File: src/rtl/dmem_port_arbiter_pkg.sv
// Shared types for the data-port arbiter: FSM states, read-owner tags and memory size codes.
package dmem_port_arbiter_pkg;

  typedef enum logic [1:0] {
    LSU_PRI   = 2'd0,
    PROG_PRI  = 2'd1,
    PROG_LOCK = 2'd2
  } arb_state_t;

  typedef enum logic [1:0] {
    OWN_NONE = 2'd0,
    OWN_LSU  = 2'd1,
    OWN_PROG = 2'd2
  } arb_owner_t;

  localparam logic [1:0] MEM_SZ_BYTE = 2'd0;
  localparam logic [1:0] MEM_SZ_HALF = 2'd1;
  localparam logic [1:0] MEM_SZ_WORD = 2'd2;

  localparam int WAIT_W = 8;

endpackage

File: src/rtl/dmem_port_arbiter_if.sv
// One requester's view of the shared memory data port: request fields out, grant and read data back.
interface dmem_port_arbiter_if #(
  parameter int AW = 32
);
  logic          req;
  logic          we;
  logic [AW-1:0] addr;
  logic [31:0]   wdata;
  logic [1:0]    size;
  logic          sign;
  logic          gnt;
  logic          rvalid;
  logic [31:0]   rdata;

  modport master (
    output req, we, addr, wdata, size, sign,
    input  gnt, rvalid, rdata
  );

  modport slave (
    input  req, we, addr, wdata, size, sign,
    output gnt, rvalid, rdata
  );
endinterface

File: src/rtl/dmem_port_arbiter_age_ctr.sv
// Saturating count of cycles PROG has been refused; hit_max flags the last tolerated refusal.
module arb_age_ctr
  import dmem_port_arbiter_pkg::*;
#(
  parameter int MAX_WAIT = 8
) (
  input  logic              clk,
  input  logic              rst_n,
  input  logic              inc,
  input  logic              clr,
  output logic [WAIT_W-1:0] wait_cnt,
  output logic              hit_max
);

  localparam logic [WAIT_W-1:0] MAX_CNT  = WAIT_W'(MAX_WAIT);
  localparam logic [WAIT_W-1:0] LAST_CNT = WAIT_W'(MAX_WAIT - 1);

  logic [WAIT_W-1:0] cnt_reg;

  always_ff @(posedge clk or negedge rst_n) begin
    if (!rst_n) begin
      cnt_reg <= '0;
    end else if (clr) begin
      cnt_reg <= '0;
    end else if (inc && (cnt_reg != MAX_CNT)) begin
      cnt_reg <= cnt_reg + 1'b1;
    end
  end

  assign wait_cnt = cnt_reg;
  assign hit_max  = (cnt_reg >= LAST_CNT);

endmodule

File: src/rtl/dmem_port_arbiter.sv
// Shares memory data port 2 between the LSU and the programmer/debug loader,
// with LSU default priority, PROG aging and PROG burst locking.
module dmem_port_arbiter
  import dmem_port_arbiter_pkg::*;
#(
  parameter int MAX_WAIT = 8,
  parameter int AW       = 32
) (
  input  logic                clk,
  input  logic                rst_n,
  dmem_port_arbiter_if.slave  lsu,
  dmem_port_arbiter_if.slave  prog,
  input  logic                prog_lock,
  output logic [AW-1:0]       mem_addr2,
  output logic [31:0]         mem_din2,
  output logic                mem_read2,
  output logic                mem_write2,
  output logic [1:0]          mem_size,
  output logic                mem_sign,
  input  logic [31:0]         mem_dout2
);

  arb_state_t        state_reg, state_next;
  arb_owner_t        owner_reg, owner_next;
  logic              lsu_gnt, prog_gnt;
  logic              hit_max;
  logic [WAIT_W-1:0] wait_cnt;

  arb_age_ctr #(
    .MAX_WAIT (MAX_WAIT)
  ) u_age_ctr (
    .clk      (clk),
    .rst_n    (rst_n),
    .inc      (prog.req && !prog_gnt),
    .clr      (prog_gnt || !prog.req),
    .wait_cnt (wait_cnt),
    .hit_max  (hit_max)
  );

  always_ff @(posedge clk or negedge rst_n) begin
    if (!rst_n) begin
      state_reg <= LSU_PRI;
      owner_reg <= OWN_NONE;
    end else begin
      state_reg <= state_next;
      owner_reg <= owner_next;
    end
  end

  always_comb begin
    state_next = state_reg;
    lsu_gnt    = 1'b0;
    prog_gnt   = 1'b0;
    case (state_reg)
      LSU_PRI: begin
        lsu_gnt  = lsu.req;
        prog_gnt = prog.req && !lsu.req;
        if (prog_gnt && prog_lock) begin
          state_next = PROG_LOCK;
        end else if (prog.req && !prog_gnt && hit_max) begin
          state_next = PROG_PRI;
        end
      end
      PROG_PRI: begin
        prog_gnt   = prog.req;
        lsu_gnt    = lsu.req && !prog.req;
        state_next = (prog.req && prog_lock) ? PROG_LOCK : LSU_PRI;
      end
      PROG_LOCK: begin
        // The LSU is shut out for the whole burst; the unlocking cycle is still PROG's.
        prog_gnt = prog.req;
        if (!prog_lock) begin
          state_next = LSU_PRI;
        end
      end
      default: begin
        state_next = LSU_PRI;
      end
    endcase
  end

  always_comb begin
    mem_addr2  = '0;
    mem_din2   = '0;
    mem_read2  = 1'b0;
    mem_write2 = 1'b0;
    mem_size   = '0;
    mem_sign   = 1'b0;
    owner_next = OWN_NONE;
    if (lsu_gnt) begin
      mem_addr2  = lsu.addr;
      mem_din2   = lsu.wdata;
      mem_read2  = !lsu.we;
      mem_write2 = lsu.we;
      mem_size   = lsu.size;
      mem_sign   = lsu.sign;
      owner_next = lsu.we ? OWN_NONE : OWN_LSU;
    end else if (prog_gnt) begin
      mem_addr2  = prog.addr;
      mem_din2   = prog.wdata;
      mem_read2  = !prog.we;
      mem_write2 = prog.we;
      mem_size   = prog.size;
      mem_sign   = prog.sign;
      owner_next = prog.we ? OWN_NONE : OWN_PROG;
    end
  end

  assign lsu.gnt     = lsu_gnt;
  assign prog.gnt    = prog_gnt;
  assign lsu.rvalid  = (owner_reg == OWN_LSU);
  assign prog.rvalid = (owner_reg == OWN_PROG);
  assign lsu.rdata   = (owner_reg == OWN_LSU)  ? mem_dout2 : 32'd0;
  assign prog.rdata  = (owner_reg == OWN_PROG) ? mem_dout2 : 32'd0;

endmodule
File: src/flat_wrapper.sv
// flat-port wrapper written by rule: the top's interface ports become plain ports
module dmem_port_arbiter_flat import dmem_port_arbiter_pkg::*;
#(
  parameter int MAX_WAIT = 8,
  parameter int AW       = 32
)
  (clk, rst_n, prog_lock, mem_addr2, mem_din2, mem_read2, mem_write2, mem_size, mem_sign, mem_dout2, lsu_req, lsu_we, lsu_addr, lsu_wdata, lsu_size, lsu_sign, lsu_gnt, lsu_rvalid, lsu_rdata, prog_req, prog_we, prog_addr, prog_wdata, prog_size, prog_sign, prog_gnt, prog_rvalid, prog_rdata);
  dmem_port_arbiter_if #(.AW(AW)) lsu_i ();
  dmem_port_arbiter_if #(.AW(AW)) prog_i ();
  input  logic clk;
  input  logic rst_n;
  input  logic prog_lock;
  output logic [AW-1:0] mem_addr2;
  output logic [31:0] mem_din2;
  output logic mem_read2;
  output logic mem_write2;
  output logic [1:0] mem_size;
  output logic mem_sign;
  input  logic [31:0] mem_dout2;
  input wire logic [$bits(lsu_i.req)-1:0] lsu_req;
  input wire logic [$bits(lsu_i.we)-1:0] lsu_we;
  input wire logic [$bits(lsu_i.addr)-1:0] lsu_addr;
  input wire logic [$bits(lsu_i.wdata)-1:0] lsu_wdata;
  input wire logic [$bits(lsu_i.size)-1:0] lsu_size;
  input wire logic [$bits(lsu_i.sign)-1:0] lsu_sign;
  output wire logic [$bits(lsu_i.gnt)-1:0] lsu_gnt;
  output wire logic [$bits(lsu_i.rvalid)-1:0] lsu_rvalid;
  output wire logic [$bits(lsu_i.rdata)-1:0] lsu_rdata;
  input wire logic [$bits(prog_i.req)-1:0] prog_req;
  input wire logic [$bits(prog_i.we)-1:0] prog_we;
  input wire logic [$bits(prog_i.addr)-1:0] prog_addr;
  input wire logic [$bits(prog_i.wdata)-1:0] prog_wdata;
  input wire logic [$bits(prog_i.size)-1:0] prog_size;
  input wire logic [$bits(prog_i.sign)-1:0] prog_sign;
  output wire logic [$bits(prog_i.gnt)-1:0] prog_gnt;
  output wire logic [$bits(prog_i.rvalid)-1:0] prog_rvalid;
  output wire logic [$bits(prog_i.rdata)-1:0] prog_rdata;
  assign lsu_i.req = lsu_req;
  assign lsu_i.we = lsu_we;
  assign lsu_i.addr = lsu_addr;
  assign lsu_i.wdata = lsu_wdata;
  assign lsu_i.size = lsu_size;
  assign lsu_i.sign = lsu_sign;
  assign lsu_gnt = lsu_i.gnt;
  assign lsu_rvalid = lsu_i.rvalid;
  assign lsu_rdata = lsu_i.rdata;
  assign prog_i.req = prog_req;
  assign prog_i.we = prog_we;
  assign prog_i.addr = prog_addr;
  assign prog_i.wdata = prog_wdata;
  assign prog_i.size = prog_size;
  assign prog_i.sign = prog_sign;
  assign prog_gnt = prog_i.gnt;
  assign prog_rvalid = prog_i.rvalid;
  assign prog_rdata = prog_i.rdata;
  dmem_port_arbiter #(.MAX_WAIT(MAX_WAIT), .AW(AW)) u_core (.clk(clk), .rst_n(rst_n), .lsu(lsu_i), .prog(prog_i), .prog_lock(prog_lock), .mem_addr2(mem_addr2), .mem_din2(mem_din2), .mem_read2(mem_read2), .mem_write2(mem_write2), .mem_size(mem_size), .mem_sign(mem_sign), .mem_dout2(mem_dout2));
endmodule
File: config.mk
export PLATFORM = sky130hd
export DESIGN_NAME = dmem_port_arbiter_flat
export DESIGN_NICKNAME = d
export VERILOG_FILES = /design/src/rtl/dmem_port_arbiter_pkg.sv /design/src/rtl/dmem_port_arbiter_if.sv /design/src/rtl/dmem_port_arbiter_age_ctr.sv /design/src/rtl/dmem_port_arbiter.sv /design/src/flat_wrapper.sv
export SDC_FILE = /design/constraint.sdc
export NUM_CORES = 1
export LEC_CHECK = 0
export CELL_PAD_IN_SITES_DETAIL_PLACEMENT = 1
export CELL_PAD_IN_SITES_GLOBAL_PLACEMENT = 2
export CORE_MARGIN = 5
export CORE_UTILIZATION = 10
export DETAILED_ROUTE_END_ITERATION = 7
export PLACE_DENSITY_LB_ADDON = 0.1
export SETUP_SLACK_MARGIN = 0.1
export SYNTH_ARGS = -nofsm -noshare
export SYNTH_HDL_FRONTEND = slang
export SYNTH_SLANG_ARGS = --single-unit
File: constraint.sdc
create_clock -name clk -period 3.8 [get_ports clk]
set_input_delay 1.14 -clock clk [delete_from_list [all_inputs] [get_ports clk]]
set_output_delay 1.14 -clock clk [all_outputs]
set_load 0.02 [all_outputs]
# --- Yosys cells after proc, flatten, opt, wreduce, memory -nomap -nowiden ---
# Cells that the tools add are included.
word_totals:
  out_inout_bits: 137
  reg_bits: 12
  in_bits: 173
classes:
  n_eq_ne: 7
  n_mux: 27
  order_cmp: 1
  n_reduce_logical: 19
  add_sub_neg: 1
op_table:
  columns: ["operator", "count"]
  rows:
  - ["32-bit two-way mux", 6]
  - ["2-bit two-way mux", 9]
  - ["8-bit two-way mux", 2]
  - ["8-bit by 1-bit adder with 8-bit output, second input constant", 1]
  - ["8-bit by 3-bit >= comparator with 1-bit output, second input constant", 1]
  - ["1-bit logical AND", 8]
  - ["8-bit by 4-bit != test with 1-bit output, second input constant", 1]
  - ["1-bit two-way mux", 7]
  - ["1-bit zero test", 6]
  - ["2-bit case mux with 3 select lines", 1]
  - ["2-bit by 1-bit == test with 1-bit output, second input constant", 2]
  - ["2-bit == test, second input constant", 2]
  - ["1-bit case mux with 2 select lines", 2]
  - ["3-bit by 1-bit != test with 1-bit output, second input constant", 1]
  - ["2-bit zero test", 1]
  - ["2-bit != test, second input constant", 1]
  - ["2-bit AND reduction", 1]
  - ["2-bit nonzero test", 1]
  - ["2-bit OR reduction", 1]
  - ["1-bit logical OR", 1]

# --- Depth between registers and ports, before layout ---
# Gate-level depths: netlist (run 1).
logic_depth:
  ltp_word: 8
  ltp_mapped: 8
  ltp_nobuf: 6

# --- By module ---
# Synthesis (run 1) repeated with hierarchy kept, for this count alone.
hier_totals:
  hier_cells: 239
  area_unflattened_um2: 2021.9
by_module_without_submodules:
  columns: ["mod", "n_inst", "cells_each", "seq_area_each_um2", "area_each_um2"]
  rows:
  - ["dmem_port_arbiter", 1, 190, 100.1, 1557.7]
  - ["arb_age_ctr", 1, 49, 200.2, 464.2]

# --- Worst setup path after synthesis (run 1) ---
# Ideal clock, no wire load.
synth_path:
  path_type: "in2out"
  from: "input prog_req"
  to: "output mem_din2[22]"
  required_time_ns: 2.660
  setup_slack_ns: 0.400
  arrival_time_ns: 2.260
  stages: 5
  path_cell_list: "nor2b_1 > o21a_1 > clkbuf_1 > clkbuf_1 > a22o_1"
synth_between:
  elab_chain_len: 4
synth_rtl:
  columns: ["element", "line_no", "source"]
  rows:
  - ["start, declared", "flat_wrapper.sv:29", "input wire logic [$bits(prog_i.req)-1:0] prog_req;"]
  - ["1-bit zero test", "dmem_port_arbiter.sv:66", "lsu_gnt = lsu.req && !prog.req;"]
  - ["1-bit logical AND", "dmem_port_arbiter.sv:66", null]
  - ["1-bit case mux with 2 select lines", "dmem_port_arbiter.sv:54", "case (state_reg)"]
  - ["named net lsu_gnt", "flat_wrapper.sv:26", "output wire logic [$bits(lsu_i.gnt)-1:0] lsu_gnt;"]
  - ["32-bit two-way mux", "dmem_port_arbiter.sv:90", "if (lsu_gnt) begin"]
  - ["end, declared", "flat_wrapper.sv:14", "output logic [31:0] mem_din2;"]
# The timed path passes the listed nets, and every way through them passes these cells.

# --- Final worst setup path (run 1) ---
layout_path:
  from: "input mem_dout2[26]"
  to: "output lsu_rdata[26]"
layout_between:
  elab_chain_len: 1
layout_rtl:
  columns: ["element", "line_no", "source"]
  rows:
  - ["start, declared", "flat_wrapper.sv:19", "input logic [31:0] mem_dout2;"]
  - ["32-bit two-way mux", "dmem_port_arbiter.sv:113", "assign lsu.rdata = (owner_reg == OWN_LSU) ? mem_dout2 : 32'd0;"]
  - ["end, declared", "flat_wrapper.sv:28", "output wire logic [$bits(lsu_i.rdata)-1:0] lsu_rdata;"]
# Every way passes these cells.

==> impl_metrics.py, run 1 <==
metrics = {
    "run_status": {
        "outcome": "complete, no violations",
    },
    "drt": {
        "firstDrtPassIters": 4,
        "postRouteWirelength_um": 15200,
        "postRouteAntennaNets": 0,
        "routed.top_layer": "met4",
        "drc": 0,
        "met2WireLength_um": 8450,
        "dr_total_vias": 3037,
        "routed-wl-met3_um": 1970,
        "wl_per_cell_um": 19.7,
        "drt_iter0_markers": 47,
        "vias_per_cell": 3.93,
        "wl_met1_um": 4630,
    },
    "layout": {
        "final_layout_size_suffix_gt1_share_pct": 19.7,
        "diodes": 0,
        "fill_cells": 2066,
        "syn_to_final_growth_pct": 204,
        "finalNonFillerCells": 772,
        "largest_reg_flops": 8,
        "nets": 723,
    },
    "sta": {
        "clock_skew_ns": 0.00402,
        "slew_headroom_pct": 60.3,
        "fin_crit_sh_pct": 92.6,
        "period_minus_slack_ns": 3.52,
        "slew_viol_final": 0,
        "fmax_ghz": 0.284,
        "finalHoldViolCount": 0,
        "worstMarginPinSlew_ns": 0.592,
        "setup_viol": 0,
        "grt_setup_unrepaired": "false",
        "fin_ws_ns": 0.282,
    },
    "logic_synthesis": {
        "ys_ff_latch": 12,
        "synth.cell_area_um2": 1800,
        "synth-edff-count": 0,
        "syn_area_per_cell_um2": 8.05,
        "synthArstFlopShare_pct": 100,
        "synth_cell_types": 32,
        "synth_seq_area_share_pct": 16.6,
        "ys_warn_count": 0,
        "synthCells": 224,
        "synth_ff_type": "dfrtp_1",
        "synthesis.nets": 403,
    },
    "global_routing": {
        "grt_max_degree": 34,
        "grt_pass1_wl_um": 21300,
        "antenna_found_initial": 0,
        "grt_use_total_pct": 13.5,
        "grt_pass1_vias": 3543,
        "grt-ovfl-total": 0,
    },
    "placed_design": {
        "dpl.cell_count": 763,
        "gp_congestion": 0.806,
        "hpwlAfterDp_um": 13300,
        "port_buffers": 309,
        "pre_cts_ws_ns": -0.604,
    },
    "setup_path": {
        "timing.rr.start": "u_core.state_reg[1]$_DFFE_PN0P_",
        "worstPathArrival_ns": 2.38,
        "cp_max_fo": 2,
        "startpoint": "mem_dout2[26]",
        "crit_path_start_kind": "primary input",
        "cp-endpoint": "lsu_rdata[26]",
        "r2r_slack_ns": 1.82,
        "required_ns": 2.66,
        "rr_worst_depth": 7,
        "crit_type": "primary input to output port",
        "critPathCaptureType": "output port",
        "rr_endpoint": "u_core.u_age_ctr.wait_cnt[2]$_DFFE_PN0P_",
    },
    "floorplan": {
        "initial_core_util_pct": 10.1,
        "die_y_um": 144,
        "dieArea_um2": 20800,
        "die_x_um": 144,
        "rows": 49,
        "core_area_um2": 17800,
        "pin_count": 310,
    },
    "cts": {
        "cts.sinks": 12,
        "clk_latency_ns": 0.24,
        "clockRootBuffer": "clkbuf_16",
        "clock_path_buffers": 2,
        "cts.clk_slew.worst_paths_ns": 0.04,
        "h-tree-depth": 1,
        "cts_made_buffers": 3,
        "cts_tree": "yes",
    },
    "flow_run": {
        "cap_violations": 0,
    },
    "power_and_ir_drop": {
        "total_power_mw": 1.57,
        "power.density_nw_per_um2": 286,
        "ir_drop_mv": 0.131,
        "leakage_nw": 2.26,
    },
    "worst_hold_path": {
        "worst_hold_path_type": "flop to flop",
    },
}
-- kinds of logic after synthesis --
logic type / share of synthesized area, %
AND/OR/NAND/NOR: 32.5
AO/OA/AOI/OAI: 36.3
buffers and inverters: 5.89
flip-flops: 16.6
XOR/XNOR: 3.40
adder cells (fa/ha/maj): 4.16
multiplexers: 1.11
-- area by class of cell --
cell class | instances | area (um2) | share of cell area (%)
Sequential cell | 12 | 300 | 5.47
Clock buffer | 4 | 88.8 | 1.62
Tap cell | 229 | 287 | 5.22
Timing Repair Buffer | 336 | 3370 | 61.4
Multi-Input combinational cell | 187 | 1430 | 26.0
Inverter | 4 | 15.0 | 0.273
-- metrics by stage --
step | instance area (um2) | TNS, ns | utilization, % | hold slack [ns]
final | 5490 | 0 | 30.8 | 0.554
after global routing | 5490 | 0 | 30.8 | 0.571
after CTS | 5490 | 0 | 30.8 | 0.560
after detailed placement | 5320 | -29.66 | 29.8 | 0.547
after global placement | 5320 | -29.05 | 29.8 | 0.527
after floorplan | 1800 | 0 | - | 0.506
-- layout by cell type (no fill, tap or decap), types with 2 or more instances in the layout --
cell / netlist / layout
a22o_1: 68 / 66
a22o_4: 0 / 2
and2_1: 64 / 64
buf_12: 0 / 6
buf_2: 4 / 16
buf_4: 2 / 24
buf_6: 0 / 5
bufbuf_16: 0 / 3
clkbuf_16: 0 / 3
clkbuf_2: 0 / 5
clkdlybuf4s15_1: 0 / 3
clkdlybuf4s15_2: 0 / 35
clkdlybuf4s50_1: 0 / 236
dfrtp_1: 12 / 12
dlygate4sd2_1: 0 / 3
ha_1: 6 / 6
inv_1: 4 / 4
mux2i_1: 2 / 2
nand2_1: 3 / 3
nand3_1: 2 / 2
nor2_1: 11 / 11
nor2b_1: 7 / 6
xnor2_1: 4 / 4
xor2_1: 3 / 3
-- worst min path at each step --
stage / startpoint / end / slack [ns] / cells after the start
2_1_floorplan: u_core.u_age_ctr.wait_cnt[7]$_DFFE_PN0P_ / u_core.u_age_ctr.wait_cnt[7]$_DFFE_PN0P_ / 0.51 / 2
3_5_place_dp: u_core.u_age_ctr.wait_cnt[7]$_DFFE_PN0P_ / u_core.u_age_ctr.wait_cnt[7]$_DFFE_PN0P_ / 0.55 / 2
3_3_place_gp: u_core.u_age_ctr.wait_cnt[7]$_DFFE_PN0P_ / u_core.u_age_ctr.wait_cnt[7]$_DFFE_PN0P_ / 0.53 / 2
5_1_grt: u_core.u_age_ctr.wait_cnt[7]$_DFFE_PN0P_ / u_core.u_age_ctr.wait_cnt[7]$_DFFE_PN0P_ / 0.57 / 2
4_1_cts: u_core.u_age_ctr.wait_cnt[7]$_DFFE_PN0P_ / u_core.u_age_ctr.wait_cnt[7]$_DFFE_PN0P_ / 0.56 / 2
6_report: u_core.u_age_ctr.wait_cnt[7]$_DFFE_PN0P_ / u_core.u_age_ctr.wait_cnt[7]$_DFFE_PN0P_ / 0.55 / 2
-- where the power goes --
part / total (mW) / internal (mW) / switching (mW)
sequential: 0.144 / 0.136 / 0.00765
clock: 0.217 / 0.159 / 0.0579
combinational: 1.21 / 0.643 / 0.564
total: 1.57 / 0.939 / 0.630
-- layer usage --
metal,GRT usage [%],up-vias
met4,2.26,0
met2,26.9,173
met1,12.4,1403
li1,-,1451
met3,6.35,10
met5,0,-
-- synth_stat cells, types with 2 or more instances --
cell,n,area (um2)
a22o_1,68,596
and2_1,64,400
buf_2,4,20.0
buf_4,2,15.0
clkbuf_1,15,56.3
dfrtp_1,12,300
ha_1,6,75.1
inv_1,4,15.0
mux2i_1,2,20.0
nand2_1,3,11.3
nand3_1,2,10.0
nor2_1,11,41.3
nor2b_1,7,43.8
xnor2_1,4,35.0
xor2_1,3,26.3
-- what timing repair did --
action	in CTS	in global routing
pin swaps	1	2
setup buffers	2	0
hold buffers	0	0
cloned	3	0
setup endpoints to repair	71	64
endpoints found under the hold margin	0	0
gates resized for setup	203	17
-- worst max-delay path, stage by stage --
cell and delay (ns):
clkdlybuf4s50_1 0.48, and2_1 0.12, clkdlybuf4s50_1 0.63
No activity file was read; power rests on OpenSTA's default activity.
==> run 2, diff against run 1 <==
--- a/config.mk
+++ b/config.mk
@@ -10,6 +10,7 @@
 export CORE_MARGIN = 5
 export CORE_UTILIZATION = 10
 export DETAILED_ROUTE_END_ITERATION = 7
+export GPL_ROUTABILITY_DRIVEN = 0
 export PLACE_DENSITY_LB_ADDON = 0.1
 export SETUP_SLACK_MARGIN = 0.1
 export SYNTH_ARGS = -nofsm -noshare
==> results of run 2 <==
Same layout as run 1: the final DEF is identical, and so are final timing and power.
==> run 3, diff against run 2 <==
--- a/config.mk
+++ b/config.mk
@@ -13,6 +13,7 @@
 export GPL_ROUTABILITY_DRIVEN = 0
 export PLACE_DENSITY_LB_ADDON = 0.1
 export SETUP_SLACK_MARGIN = 0.1
+export SLEW_MARGIN = 10
 export SYNTH_ARGS = -nofsm -noshare
 export SYNTH_HDL_FRONTEND = slang
 export SYNTH_SLANG_ARGS = --single-unit
==> results of run 3 <==
Same layout as run 1: the final DEF is identical, and so are final timing and power.
